`src/rtl/src_mem_arbiter_pkg.sv`:
```
// -----------------------------------------------------------------------------
// src_mem_pkg
// Shared types and constants for the SRC memory bus arbiter.
//   arb_state_t : sequencer states (IDLE -> ACCESS -> DONE -> IDLE)
//   PORT_CPU    : port index of the CPU memory controller (grant bit 0)
//   PORT_DBG    : port index of the debug/loader port (grant bit 1)
//   gnt_to_port : converts the one-hot grant vector into a port index
// -----------------------------------------------------------------------------
package src_mem_pkg;

    typedef enum logic [1:0] {
        IDLE   = 2'd0,
        ACCESS = 2'd1,
        DONE   = 2'd2
    } arb_state_t;

    localparam logic PORT_CPU = 1'b0;
    localparam logic PORT_DBG = 1'b1;

    // Grant bit positions equal port indices, so the DBG bit is the index.
    function automatic logic gnt_to_port(input logic [1:0] gnt);
        return gnt[PORT_DBG];
    endfunction

endpackage

```
`src/rtl/src_rr_arb2.sv`:
```
// -----------------------------------------------------------------------------
// src_rr_arb2
// Two-requester round-robin arbiter, purely combinational. The parent keeps
// the last-granted port and feeds it back in.
// Ports:
//   req_cpu  in  : CPU request
//   req_dbg  in  : debug/loader request
//   last_gnt in  : port index granted most recently
//   gnt      out : one-hot grant, bit PORT_CPU / bit PORT_DBG (0 when idle)
// -----------------------------------------------------------------------------
module src_rr_arb2
    import src_mem_pkg::*;
(
    input  logic       req_cpu,
    input  logic       req_dbg,
    input  logic       last_gnt,
    output logic [1:0] gnt
);

    always_comb begin
        gnt = 2'b00;
        if (req_cpu && req_dbg) begin
            // Tie: the port that did not win last time goes now.
            if (last_gnt == PORT_DBG) begin
                gnt[PORT_CPU] = 1'b1;
            end else begin
                gnt[PORT_DBG] = 1'b1;
            end
        end else if (req_cpu) begin
            gnt[PORT_CPU] = 1'b1;
        end else if (req_dbg) begin
            gnt[PORT_DBG] = 1'b1;
        end
    end

endmodule

```
`src/rtl/src_mem_arbiter.sv`:
```
// -----------------------------------------------------------------------------
// src_mem_arbiter
// Shares the single SRC memory bus between the CPU memory controller and the
// debug/loader port. One access at a time, round-robin on contention; each
// access holds `enable` for ACCESS_CYCLES cycles, then a one-cycle DONE state
// pulses the winner's ack. Every output is a flop, so nothing combinational
// runs from a request input to the memory strobes.
// Parameters:
//   ADDR_W        : memory address width
//   DATA_W        : memory data width
//   ACCESS_CYCLES : cycles `enable` is held per access (>= 1)
// Ports:
//   clk, rst_n                    : clock (rising edge), async active-low reset
//   cpu_req/we/addr/wdata         : CPU request (level), write flag, addr, data
//   cpu_rdata, cpu_ack            : CPU read data register, completion pulse
//   dbg_req/we/addr/wdata         : debug port request, same meaning as CPU
//   dbg_rdata, dbg_ack            : debug read data register, completion pulse
//   address, read, enable         : memory address and strobes
//   mem_wdata, mem_drive          : write data and bus-drive enable for top
//   mem_rdata                     : data sampled from the memory bus
// -----------------------------------------------------------------------------
module src_mem_arbiter
    import src_mem_pkg::*;
#(
    parameter int ADDR_W        = 16,
    parameter int DATA_W        = 32,
    parameter int ACCESS_CYCLES = 2
) (
    input  logic              clk,
    input  logic              rst_n,

    input  logic              cpu_req,
    input  logic              cpu_we,
    input  logic [ADDR_W-1:0] cpu_addr,
    input  logic [DATA_W-1:0] cpu_wdata,
    output logic [DATA_W-1:0] cpu_rdata,
    output logic              cpu_ack,

    input  logic              dbg_req,
    input  logic              dbg_we,
    input  logic [ADDR_W-1:0] dbg_addr,
    input  logic [DATA_W-1:0] dbg_wdata,
    output logic [DATA_W-1:0] dbg_rdata,
    output logic              dbg_ack,

    output logic [ADDR_W-1:0] address,
    output logic              read,
    output logic              enable,
    output logic [DATA_W-1:0] mem_wdata,
    output logic              mem_drive,
    input  logic [DATA_W-1:0] mem_rdata
);

    // A one-cycle access still needs a 1-bit counter that stays at zero.
    localparam int               CNT_W    = (ACCESS_CYCLES > 1) ? $clog2(ACCESS_CYCLES) : 1;
    localparam logic [CNT_W-1:0] CNT_LAST = CNT_W'(ACCESS_CYCLES - 1);

    arb_state_t        state_q;
    arb_state_t        state_d;
    logic [CNT_W-1:0]  cnt_q;
    logic              cnt_last;
    logic              last_gnt_q;
    logic              gnt_port_q;

    logic [1:0]        gnt;
    logic              grant_fire;
    logic              sel_port;

    // Request captured at grant time; the access runs only from these.
    logic              lat_we_q;
    logic [ADDR_W-1:0] lat_addr_q;
    logic [DATA_W-1:0] lat_wdata_q;

    // Access attributes for the next cycle: the winning inputs on the grant
    // edge, the latched copy otherwise.
    logic              acc_we;
    logic [ADDR_W-1:0] acc_addr;
    logic [DATA_W-1:0] acc_wdata;

    logic              enable_d;
    logic              read_d;
    logic              mem_drive_d;
    logic [ADDR_W-1:0] address_d;
    logic [DATA_W-1:0] mem_wdata_d;
    logic              cpu_ack_d;
    logic              dbg_ack_d;
    logic              cpu_cap;
    logic              dbg_cap;

    src_rr_arb2 u_arb (
        .req_cpu  (cpu_req),
        .req_dbg  (dbg_req),
        .last_gnt (last_gnt_q),
        .gnt      (gnt)
    );

    assign cnt_last   = (cnt_q == CNT_LAST);
    assign grant_fire = (state_q == IDLE) && (|gnt);
    assign sel_port   = gnt_to_port(gnt);

    // ---- state register, access counter, grant bookkeeping ----
    always_ff @(posedge clk or negedge rst_n) begin
        if (!rst_n) begin
            state_q    <= IDLE;
            cnt_q      <= '0;
            last_gnt_q <= PORT_DBG;
            gnt_port_q <= PORT_CPU;
        end else begin
            state_q <= state_d;
            if ((state_q == ACCESS) && !cnt_last) begin
                cnt_q <= cnt_q + CNT_W'(1);
            end else begin
                cnt_q <= '0;
            end
            if (grant_fire) begin
                last_gnt_q <= sel_port;
                gnt_port_q <= sel_port;
            end
        end
    end

    // Latched request payload: only read while an access is in flight, so
    // it needs no reset.
    always_ff @(posedge clk) begin
        if (grant_fire) begin
            lat_we_q    <= acc_we;
            lat_addr_q  <= acc_addr;
            lat_wdata_q <= acc_wdata;
        end
    end

    // ---- next-state logic ----
    always_comb begin
        state_d = state_q;
        case (state_q)
            IDLE:    if (|gnt)    state_d = ACCESS;
            ACCESS:  if (cnt_last) state_d = DONE;
            DONE:                 state_d = IDLE;
            default:              state_d = IDLE;
        endcase
    end

    // ---- output logic (values registered on the next edge) ----
    always_comb begin
        acc_we    = lat_we_q;
        acc_addr  = lat_addr_q;
        acc_wdata = lat_wdata_q;
        if (state_q == IDLE) begin
            acc_we    = (sel_port == PORT_DBG) ? dbg_we    : cpu_we;
            acc_addr  = (sel_port == PORT_DBG) ? dbg_addr  : cpu_addr;
            acc_wdata = (sel_port == PORT_DBG) ? dbg_wdata : cpu_wdata;
        end

        enable_d    = (state_d == ACCESS);
        read_d      = enable_d && !acc_we;
        mem_drive_d = enable_d && acc_we;
        address_d   = enable_d    ? acc_addr  : '0;
        mem_wdata_d = mem_drive_d ? acc_wdata : '0;

        // The edge that ends the last ACCESS cycle both captures read data
        // and raises the ack, so rdata is valid in the ack cycle.
        cpu_ack_d = (state_q == ACCESS) && cnt_last && (gnt_port_q == PORT_CPU);
        dbg_ack_d = (state_q == ACCESS) && cnt_last && (gnt_port_q == PORT_DBG);
        cpu_cap   = cpu_ack_d && !lat_we_q;
        dbg_cap   = dbg_ack_d && !lat_we_q;
    end

    always_ff @(posedge clk or negedge rst_n) begin
        if (!rst_n) begin
            enable    <= 1'b0;
            read      <= 1'b0;
            mem_drive <= 1'b0;
            address   <= '0;
            mem_wdata <= '0;
            cpu_ack   <= 1'b0;
            dbg_ack   <= 1'b0;
            cpu_rdata <= '0;
            dbg_rdata <= '0;
        end else begin
            enable    <= enable_d;
            read      <= read_d;
            mem_drive <= mem_drive_d;
            address   <= address_d;
            mem_wdata <= mem_wdata_d;
            cpu_ack   <= cpu_ack_d;
            dbg_ack   <= dbg_ack_d;
            if (cpu_cap) begin
                cpu_rdata <= mem_rdata;
            end
            if (dbg_cap) begin
                dbg_rdata <= mem_rdata;
            end
        end
    end

endmodule
```
`config.mk`:
```
export PLATFORM = sky130hd
export DESIGN_NAME = src_mem_arbiter
export DESIGN_NICKNAME = d
export VERILOG_FILES = /design/src/rtl/src_mem_arbiter_pkg.sv /design/src/rtl/src_rr_arb2.sv /design/src/rtl/src_mem_arbiter.sv
export SDC_FILE = /design/constraint.sdc
export NUM_CORES = 1
export LEC_CHECK = 0
export ABC_AREA = 1
export CAP_MARGIN = 20
export CORE_ASPECT_RATIO = 2
export CORE_MARGIN = 10
export CORE_UTILIZATION = 45
export DETAILED_ROUTE_END_ITERATION = 8
export GPL_ROUTABILITY_DRIVEN = 0
export PLACE_DENSITY = 0.79
export SLEW_MARGIN = 20
export SYNTH_ARGS = -nofsm -noshare
export SYNTH_HDL_FRONTEND = slang
export SYNTH_HIERARCHICAL = 1
export SYNTH_SLANG_ARGS = --single-unit
```
`constraint.sdc`:
```
create_clock -name clk -period 3 [get_ports clk]
set_input_delay 0.45 -clock clk [delete_from_list [all_inputs] [get_ports clk]]
set_output_delay 0.45 -clock clk [all_outputs]
set_load 0.05 [all_outputs]
```
==> impl_summary.log <==
INFO  metric finalClockSkew = 0.01475 ns
INFO  metric power.share.sequential = 30.7%
INFO  metric synthesis.area = ~0.0073 mm2
INFO  metric cts_tree = done
INFO  metric globalRouteTotalUtil = around a fifth
INFO  metric total_switching_power = approximately 6.5 mW
INFO  metric cp_startpoint_kind = register
INFO  metric synth-edff-count = between 40 and 50
INFO  metric cts_root_buf = clkbuf_16
INFO  metric tightest_slew = between 0.6 and 0.7 ns
INFO  metric power.static_leakage = between 5 and 6 nW
INFO  metric final_net_count = 1,188
INFO  metric first_global_vias = between 6,000 and 7,000
INFO  metric clock_latency = ~0.42 ns
INFO  metric drtAntennaViolNets = 0
INFO  metric placedCellCount = between 1,000 and 1,500
INFO  metric report.final.hold_viol_count = 0
INFO  metric power = 13.57 mW
INFO  metric timing.final.crit_share = slightly below 70%
INFO  metric cts_hold_repair.buffers = 0
INFO  metric coreArea = between 0.015 and 0.02 mm2
INFO  metric critical_path.cell_chain = clkdlybuf4s50_1
INFO  metric drt_first_pass_iters = 4
INFO  metric comb_power_share = 53.7%
INFO  metric cts_setup_buffers = 0
INFO  metric max_capacitance_violation_total = 0
INFO  metric timing.rr.end = mem_wdata[22]$_DFF_PN0_
INFO  metric areaGrowthSynthToFinish = 43.36%
INFO  metric setup.worst_path.class = reg2out
INFO  metric grt_start_max_net_pins = 67
INFO  metric starting_density_of_the_core = between 40% and 50%
INFO  metric detailedRoute.firstIterationViolations = between 300 and 400
INFO  metric synth_flop_cell = dfrtp_1
INFO  metric detailedPlace.worstSlack = around 0.48 ns
INFO  metric drt_drc = 0
INFO  metric postSynth.asyncResetShare = approximately 70%
INFO  metric synth_top_cells_by_area = dfrtp_1 41%, edfxtp_1 20%, nand2_1 17%, nand3_1 4.5%, inv_1 3.8%
INFO  metric routed_wl = around 21 mm
INFO  metric dieHeight = between 200 and 250 um
INFO  metric ys_ff_latch = about 170
INFO  metric dieWidth = 110.3 um
INFO  metric critPathBufInv = 1
INFO  metric final.setup.worst_slack = approximately 0.93 ns
INFO  metric ios = 251
INFO  metric max_freq = about 480 MHz
INFO  metric power_per_cell_area = between 1000 and 1500 mW/mm2
INFO  metric most_common_cell_in_the_netlist = nand2_1
INFO  metric area.sequential = between 0.004 and 0.005 mm2
INFO  metric post_drt_wl_per_cell = ~16 um
INFO  metric setup_viol_count_final = 0
INFO  metric clock_path_buffers = 2
INFO  metric setup_repair_after_global_routing_missed_its_margin = no
INFO  metric synth.lib_cells_used.distinct = 22
INFO  metric synth.yosys.warnings = 6
INFO  metric clock_share_of_power = between 10% and 20%
INFO  metric critical_path_required = between 2 and 3 ns
INFO  metric fin_hold_ws = between 0.003 and 0.004 ns
INFO  metric worst_ir_drop_vdd = approximately 0.00056 V
INFO  metric vias = around 6,000
INFO  metric vias_per_cell = about 4.7
INFO  metric slew-limit-headroom = about 56%
INFO  metric cts_made_buffers = 17
INFO  metric internal-power = roughly 7.1 mW
INFO  metric fill_cells = approximately 1,300
INFO  metric floorplan.rows = 66
INFO  metric buffer_ports.inserted = 250
INFO  metric sw_frac_of_total = a little under half
INFO  metric synth_area_per_cell = ~9 um2
INFO  metric rrSetupSlack = slightly below 1 ns
INFO  metric post-route-min-period = between 2 and 2.5 ns
INFO  metric critical_path.endpoint_type = primary output
INFO  metric final_cell_count_without_fillers = between 1,000 and 1,500
INFO  metric arrival_time_at_the_worst_endpoint = around 1.6 ns
INFO  metric multi_input_comb_area = about 0.0022 mm2
INFO  metric worst-r2r-cell-count = 6
INFO  metric global_route_wire_length_before_repair = around 33 mm
INFO  metric synth.largest_area_cell = dfrtp_1
INFO  metric htree_levels = 4
INFO  metric fp.dieArea = ~0.022 mm2
INFO  metric syn_nets = 949
INFO  metric netlist_instances = 815
INFO  metric worst_path_largest_cell_delay = 0.86 ns
INFO  metric r2r_start = last_gnt_q$_DFFE_PN1P_
INFO  metric cts_num_sinks = 171
INFO  metric worst_setup_hold_path_clk_slew = 0.06 ns
INFO  metric final_layout_size_suffix_gt1_share = under 10%
INFO  metric slew_violations = 0
INFO  metric status = finished clean
INFO  metric antenna_found_initial = 1
INFO  metric fraction_of_synthesized_cell_area_taken_by_the_top_area_cell_type = 41.28%
INFO  metric yosysSeqAreaShare = approximately 62%
INFO  metric synthTopCellsByCount = 333 x nand2_1, 121 x dfrtp_1, 75 x inv_1
INFO  metric gr-total-overflow = 0
INFO  metric hold_path.class = in2async
INFO  metric worst-path-max-fanout = 2
INFO  metric cts_resized = 0
INFO  metric path_delay_family = buffers and inverters
INFO  metric post-dp-hpwl = ~15 mm
INFO  metric timing.critical_path.slowest_stage_cell = clkdlybuf4s50_1
INFO  metric final.setup.tns = 0 ns
-- how the worst max path moves through the flow --
stage / startpoint / end / slack, ns / cells past startpoint
5_1_grt: last_gnt_q$_DFFE_PN1P_ / mem_wdata[20]$_DFF_PN0_ / 0.77 / 6
3_5_place_dp: cpu_req / mem_wdata[22]$_DFF_PN0_ / 0.48 / 7
6_report: dbg_rdata[2]$_DFFE_PN0P_ / dbg_rdata[2] / 0.93 / 1
2_1_floorplan: dbg_req / lat_addr_q[0]$_DFFE_PP_ / 0.70 / 7
3_3_place_gp: dbg_req / mem_wdata[12]$_DFF_PN0_ / 0.57 / 8
4_1_cts: dbg_rdata[2]$_DFFE_PN0P_ / dbg_rdata[2] / 0.91 / 1
-- placed cells by master (no fill, tap or decap) --
master,n
clkinv_2,2
buf_12,1
nand3_2,1
clkbuf_8,3
nor2_1,55
edfxtp_1,49
nand2_4,1
clkdlybuf4s50_1,249
inv_4,3
nand2_2,1
nor2_2,10
nor2_4,3
nand3_4,2
inv_2,5
dfstp_2,1
buf_4,14
clkinv_4,2
clkinvlp_4,1
a21oi_2,10
dfrtp_1,121
nand2_1,333
a21oi_4,1
a21oi_1,38
clkbuf_16,19
diode_2,1
o21ai_0,1
nand3_1,66
inv_1,73
clkbuf_1,2
-- metrics by stage --
stage          cell area, um2  util [%]
2_1_floorplan            7336         -
3_5_place_dp             9936     61.39
4_1_cts                 10510     64.96
3_3_place_gp             9936     61.39
5_1_grt                 10520     64.97
6_report                10520     64.97
-- area by class of cell --
type	instances	share of cell area [%]
Clock inverter	8	0.5116
Antenna cell	1	0.02380
Clock buffer	24	4.985
Inverter	78	2.784
Multi-Input combinational cell	522	21.34
Tap cell	204	2.427
Sequential cell	171	43.03
Timing Repair Buffer	264	24.89
-- routing by layer --
metal / GRT usage (%) / vias to the layer above / part of all wire (%)
li1: - / 3000 / -
met1: 20.36 / 2781 / 37
met2: 33.40 / 183 / 55
met3: 4.534 / 32 / 5.6
met4: 8.349 / 0 / 3.1
met5: 0 / - / 0
-- cells by family (layout without fill, tap and decap cells) --
family	Yosys count	count (layout)	synth area share [%]
simple gates	472	472	26.45
flops	171	171	61.69
buf+inv	122	374	7.931
compound gates	50	50	3.923
other cells	0	1	0
-- power by group through the flow --
stage | Sequential, mW | Combinational [mW] | Clock [mW]
2_1_floorplan | 6.83 | 2.34 | 0
3_3_place_gp | 4.16 | 7.26 | 0
6_report | 4.17 | 7.29 | 2.11
3_5_place_dp | 4.21 | 7.36 | 0
4_1_cts | 4.18 | 7.38 | 2.15
5_1_grt | 4.28 | 7.82 | 2.24
-- state kept, by name, summed over array words and instances, names as in the netlist, 2 cells and up --
name and flops:
address 16, cpu_rdata 32, dbg_rdata 32, lat_addr_q 16
lat_wdata_q 32, mem_wdata 32, state_q 2
Note: power is estimated with default switching activity, not from simulation.
==> edit 1, RTL diff (same settings) <==
The 3 states of `arb_state_t` get a one-hot encoding in 3 bits.
--- a/src/rtl/src_mem_arbiter_pkg.sv
+++ b/src/rtl/src_mem_arbiter_pkg.sv
@@ -8,10 +8,10 @@
 // -----------------------------------------------------------------------------
 package src_mem_pkg;
 
-    typedef enum logic [1:0] {
-        IDLE   = 2'd0,
-        ACCESS = 2'd1,
-        DONE   = 2'd2
+    typedef enum logic [2:0] {
+        IDLE   = 3'b001,
+        ACCESS = 3'b010,
+        DONE   = 3'b100
     } arb_state_t;
 
     localparam logic PORT_CPU = 1'b0;
Function: no difference found for any inputs over 10 cycles, from zero or initial values and one cycle with rst_n low; not proved beyond that.
==> edit 1 against the unedited design <==
- sequential cell count increased by 1
- critical path depth unchanged
- total power decreased by 11%
- setup slack got worse by 0.037 ns
- sequential power decreased by 6.2%
- routed wire length increased by 6.8%
- via count increased by 4.5%
- final area increased by 1.0%
- synthesized area increased by 0.99%
- critical path type unchanged
- sequential share of layout area decreased by 0.18 points
==> edit 1: results (changes against the unedited design) <==
By count the netlist is led by nand2_1 (336), dfrtp_1 (121), inv_1 (106). The synthesized netlist net count was 981 (+3.4%). The number of antenna repair diodes came out at 0 (-1). The via count of the first global-routing pass is 6,453 (+6.4%).

The first-pass GRT wire length came to 35.06 mm (+7.8%). The half-perimeter wire length after detailed placement is 16.11 mm (+5.7%). The largest individual stage delay along the critical path comes from the cell clkdlybuf4s50_1. The pin slew with the least headroom to its limit was 0.6739 ns (+0.01249 ns). The source-to-sink clock delay at the later pin of the worst-skew pair came to 0.42 ns (about the same). The post-cts gate resize count came to 0 (unchanged). The peak fanout along the critical path came out at 2 (unchanged). The final wirelength came out at 22.07 mm (+6.8%). The number of port buffers is 250 (unchanged). The fill cell instance count of the final layout is 1,366 (+1.4%). The H-tree depth reported by CTS is 4 (unchanged). The largest voltage drop on the vdd net came to 523.3 uV (-6.3%).

The min-delay analysis places its worst path in the category input pin to async pin. The number of iterations in the first detailed-routing pass came to 5 (+1). By area the synthesized netlist is led by dfrtp_1 (41%), edfxtp_1 (20%), nand2_1 (17%). The overall fraction of global-route tracks in use is 0.1956 (+0.006338). The detailed router's first-iteration violation count is 271 (-10%). The leakage power of the design came out at 5.077 nW (-0.49%). The fraction of layout cells with a size suffix above 1 is 0.05678 (-0.01820).

The number of synthesis warnings is 6 (unchanged). The arrival time at the worst endpoint is 1.65 ns (+0.03 ns). The count of flip-flops with a built-in enable after synthesis is 49 (unchanged). The async set-reset flop share out of synthesis is 0.7151 (+0.001666). The detailed-route vias per instance is 4.836 (+2.6%). The clock buffer count from CTS came out at 17 (unchanged). The number of antenna violations at the first check in global routing came out at 0 (-1).

The final hold violation count came out at 0 (unchanged). The most used flip-flop cell after synthesis is dfrtp_1. The fraction of the yosys area taken by sequential cells came out at 0.6144 (-0.002496). The net total in the final layout was 1,213 (+2.1%).

The pin count of the biggest net entering global routing is 67 (unchanged). In this run the clock root is driven by a clkbuf_16. The run finished with clean final reports. The post-synthesis cell type count came out at 21 (-4.5%).

The quantity of hold-fixing buffers added after cts was 0 (unchanged). The total setup buffers inserted after CTS was 0 (unchanged). The maximum buffer depth of the clock tree is 2 (unchanged). The stage delay of the slowest cell on the critical path came out at 0.83 ns (-0.03 ns). The clock input transition at the sequential cells of the worst setup and hold paths came out at about 0.070 ns. Tracing the worst setup path back leads to its startpoint at dbg_rdata[19].

The final worst clock skew is 0.006997 ns (-0.007750 ns). The worst register-to-register path begins at state_q[0]. The cell family contributing the most delay on the critical path is buffers and inverters.
edit 1: through the flow:
step                instance area, um2  utilization  setup WS (ns)  cells
global placement                 10060       0.6214         0.6431   1264
finish                           10620       0.6563         0.8971   1296
global route                     10620       0.6563         0.7379   1296
floorplan                         7408            -         0.6761    847
CTS                              10620       0.6563         0.8663   1296
detailed placement               10060       0.6214         0.6293   1264
edit 1: area by class of cell:
class / count / area (um2) / area share
clock buffer: 17 / 425.4 / 0.04005
inverter: 110 / 412.9 / 0.03887
sequential: 172 / 4552 / 0.4285
tap: 204 / 255.2 / 0.02403
multi-input combinational: 513 / 2201 / 0.2072
clock inverter: 15 / 138.9 / 0.01307
timing repair buffer: 265 / 2638 / 0.2483
edit 1: worst paths after layout:
kind / end / slack [ns] / cells past startpoint
min reg2reg: dbg_rdata[2] / 0.47 / 2
max in group asynchronous: address[3] / 2.14 / 2
min in group clk: dbg_rdata[2] / 0.47 / 2
min: cpu_rdata[24] / 0.007 / 1
max reg2reg: mem_wdata[7] / 0.93 / 7
max: dbg_rdata[19] / 0.90 / 1
edit 1: cells by family (layout without fill, tap and decap cells):
kind of cell    count (synthesis)  count (layout)  share of synthesized area
buf+inv                       162             407                    0.09204
compound gates                 50              50                    0.03378
simple gates                  463             463                     0.2598
flops                         172             172                     0.6144
edit 1: per-layer routing:
layer / vias to the layer above / share of wire / global-route usage
met1: 2887 / 0.36 / 0.1971
met2: 213 / 0.55 / 0.3570
li1: 3124 / - / -
met3: 43 / 0.055 / 0.04856
met4: 0 / 0.041 / 0.1061
met5: - / 0 / 0
edit 1: where the power goes:
| group | total, W | switching [W] | internal [W] |
|---|---|---|---|
| clock | 0.00211 | 0.000958 | 0.00116 |
| sequential | 0.00391 | 0.000369 | 0.00354 |
| combinational | 0.00599 | 0.00424 | 0.00175 |
| total | 0.0120 | 0.00557 | 0.00645 |
==> edit 2, RTL diff (config.mk and constraints unchanged) <==
Without the edit above. `DATA_W`: 32 -> 28.
--- a/src/rtl/src_mem_arbiter.sv
+++ b/src/rtl/src_mem_arbiter.sv
@@ -23,7 +23,7 @@
     import src_mem_pkg::*;
 #(
     parameter int ADDR_W        = 16,
-    parameter int DATA_W        = 32,
+    parameter int DATA_W        = 28,
     parameter int ACCESS_CYCLES = 2
 ) (
     input  logic              clk,
Ports: changed (6 resized); port bits go from 251 to 227. No check against the original RTL was run, so the function may have changed too.
==> edit 2 against the unedited design <==
- setup slack got worse by 0.048 ns
- register-to-register slack got worse by 0.03 ns
- clock skew fell by 0.0017 ns
- combinational power fell by 10%
- final area fell by 9.1%
- largest power group unchanged
- synthesized area fell by 10%
- routed wire length fell by 9.2%
- sequential cell count fell by 16
- worst hold slack improved by 0.077 ns
- total power fell by 9.1%
- critical path type is now input pin to flop
==> edit 2: results (changes against the unedited design) <==
The number of antenna violations at the first check in global routing came out at 2 (+1). The leakage power of the design came out at 4.642 nW (-9.0%). The detailed-route vias per instance came out at 4.717 (about the same).

The stage delay of the slowest cell on the critical path came to 0.47 ns (-0.39 ns). The fraction of the yosys area taken by sequential cells is 0.6250 (+0.008033). The count of flip-flops with a built-in enable after synthesis came out at 45 (-8.2%). The met2 routing resource usage after global routing was 0.3418 (+0.007783). The fraction of layout cells with a size suffix above 1 came out at 0.07121 (-0.003769).

The compound-gate portion of the synthesized area is 0.03505 (-0.004181). The post-synthesis cell type count was 19 (-14%). The register-to-register setup slack is 0.94 ns (-0.03 ns). The overall fraction of global-route tracks in use is 0.1889 (-0.0004028). The synthesized netlist net count came out at 859 (-9.5%).

The async set-reset flop share out of synthesis was 0.7097 (-0.003773). The pin count of the biggest net entering global routing is 59 (-12%). The number of non-clock buffers came out at 239 (-9.5%). The number of clock sinks was 155 (-9.4%). Ranked by instance count, the synthesized netlist is headed by nand2_1 (303), dfrtp_1 (109), inv_1 (66).

The final wirelength is 18.77 mm (-9.2%). The non-clock buffer share of cell area came out at 0.2493 (+0.0004119). The non-clock inverter count in the final layout is 70 (-10%). The global-route track usage on met1 is 0.1982 (-0.005436). The area of the multi-input gates was 1989 um2 (-11%). The half-perimeter wire length after detailed placement is 14.09 mm (-7.6%).

The share of cell area taken by flip-flops and latches came out at 0.4296 (-0.0007211). The detailed router's first-iteration violation count is 238 (-21%). The arrival time at the worst endpoint came out at 2.46 ns (+0.84 ns). The pin slew with the least headroom to its limit came out at 0.7358 ns (+0.07446 ns). The largest voltage drop on the vdd net was 800.1 uV (+43%). The final worst clock skew is 0.01308 ns (-0.001666 ns). The switching share of total power is 0.4720 (-0.004403). The total met3 wirelength after detailed routing came out at 1.189 mm (+2.8%).

In the post-synthesis netlist, the biggest area contributors are dfrtp_1 (42%), edfxtp_1 (21%), nand2_1 (17%). The clock-cell share of area is 0.05971 (+0.004742). The number of port buffers is 226 (-9.6%).

The flow ran to the end, and the final reports show no timing, DRC or antenna violations. The number of clock-tree buffers in the layout came to 21 (-13%). The number of antenna repair diodes is 2 (+1).

The fill cell instance count of the final layout is 1,218 (-9.6%). The power per unit of standard cell area came out at 1291 nW/um2 (about the same). The net total in the final layout came out at 1,079 (-9.2%). The combinational group power came out at 0.00653 W (-10%).

The routed length on met1 came to 6.821 mm (-9.8%).
edit 2: cell count changes after synthesis, sizes merged:
cell,delta
nand2,-28
dfrtp,-12
inv,-8
nand3,-8
nor2,-8
buf,-6
a21oi,-4
edfxtp,-4
edit 2: through the flow:
stage / setup WS [ns] / utilization / std cells / hold WS (ns) / area, um2
floorplan: 0.7987 / - / 737 / 0.1544 / 6569
global placement: 0.5433 / 0.6257 / 1130 / 0.4529 / 8980
detailed placement: 0.4673 / 0.6257 / 1130 / 0.4571 / 8980
CTS: 0.8978 / 0.6655 / 1161 / 0.1067 / 9550
global route: 0.7623 / 0.6658 / 1163 / 0.1442 / 9555
finish: 0.8861 / 0.6658 / 1163 / 0.08109 / 9555
edit 2: final timing paths:
check,start,end,cells after the start
max,dbg_req,mem_wdata[1],9
min,rst_n,address[1],1
max reg2reg,last_gnt_q,mem_wdata[1],7
min reg2reg,cpu_rdata[26],cpu_rdata[26],2
max in group asynchronous,rst_n,dbg_rdata[5],2
min in group clk,cpu_rdata[26],cpu_rdata[26],2
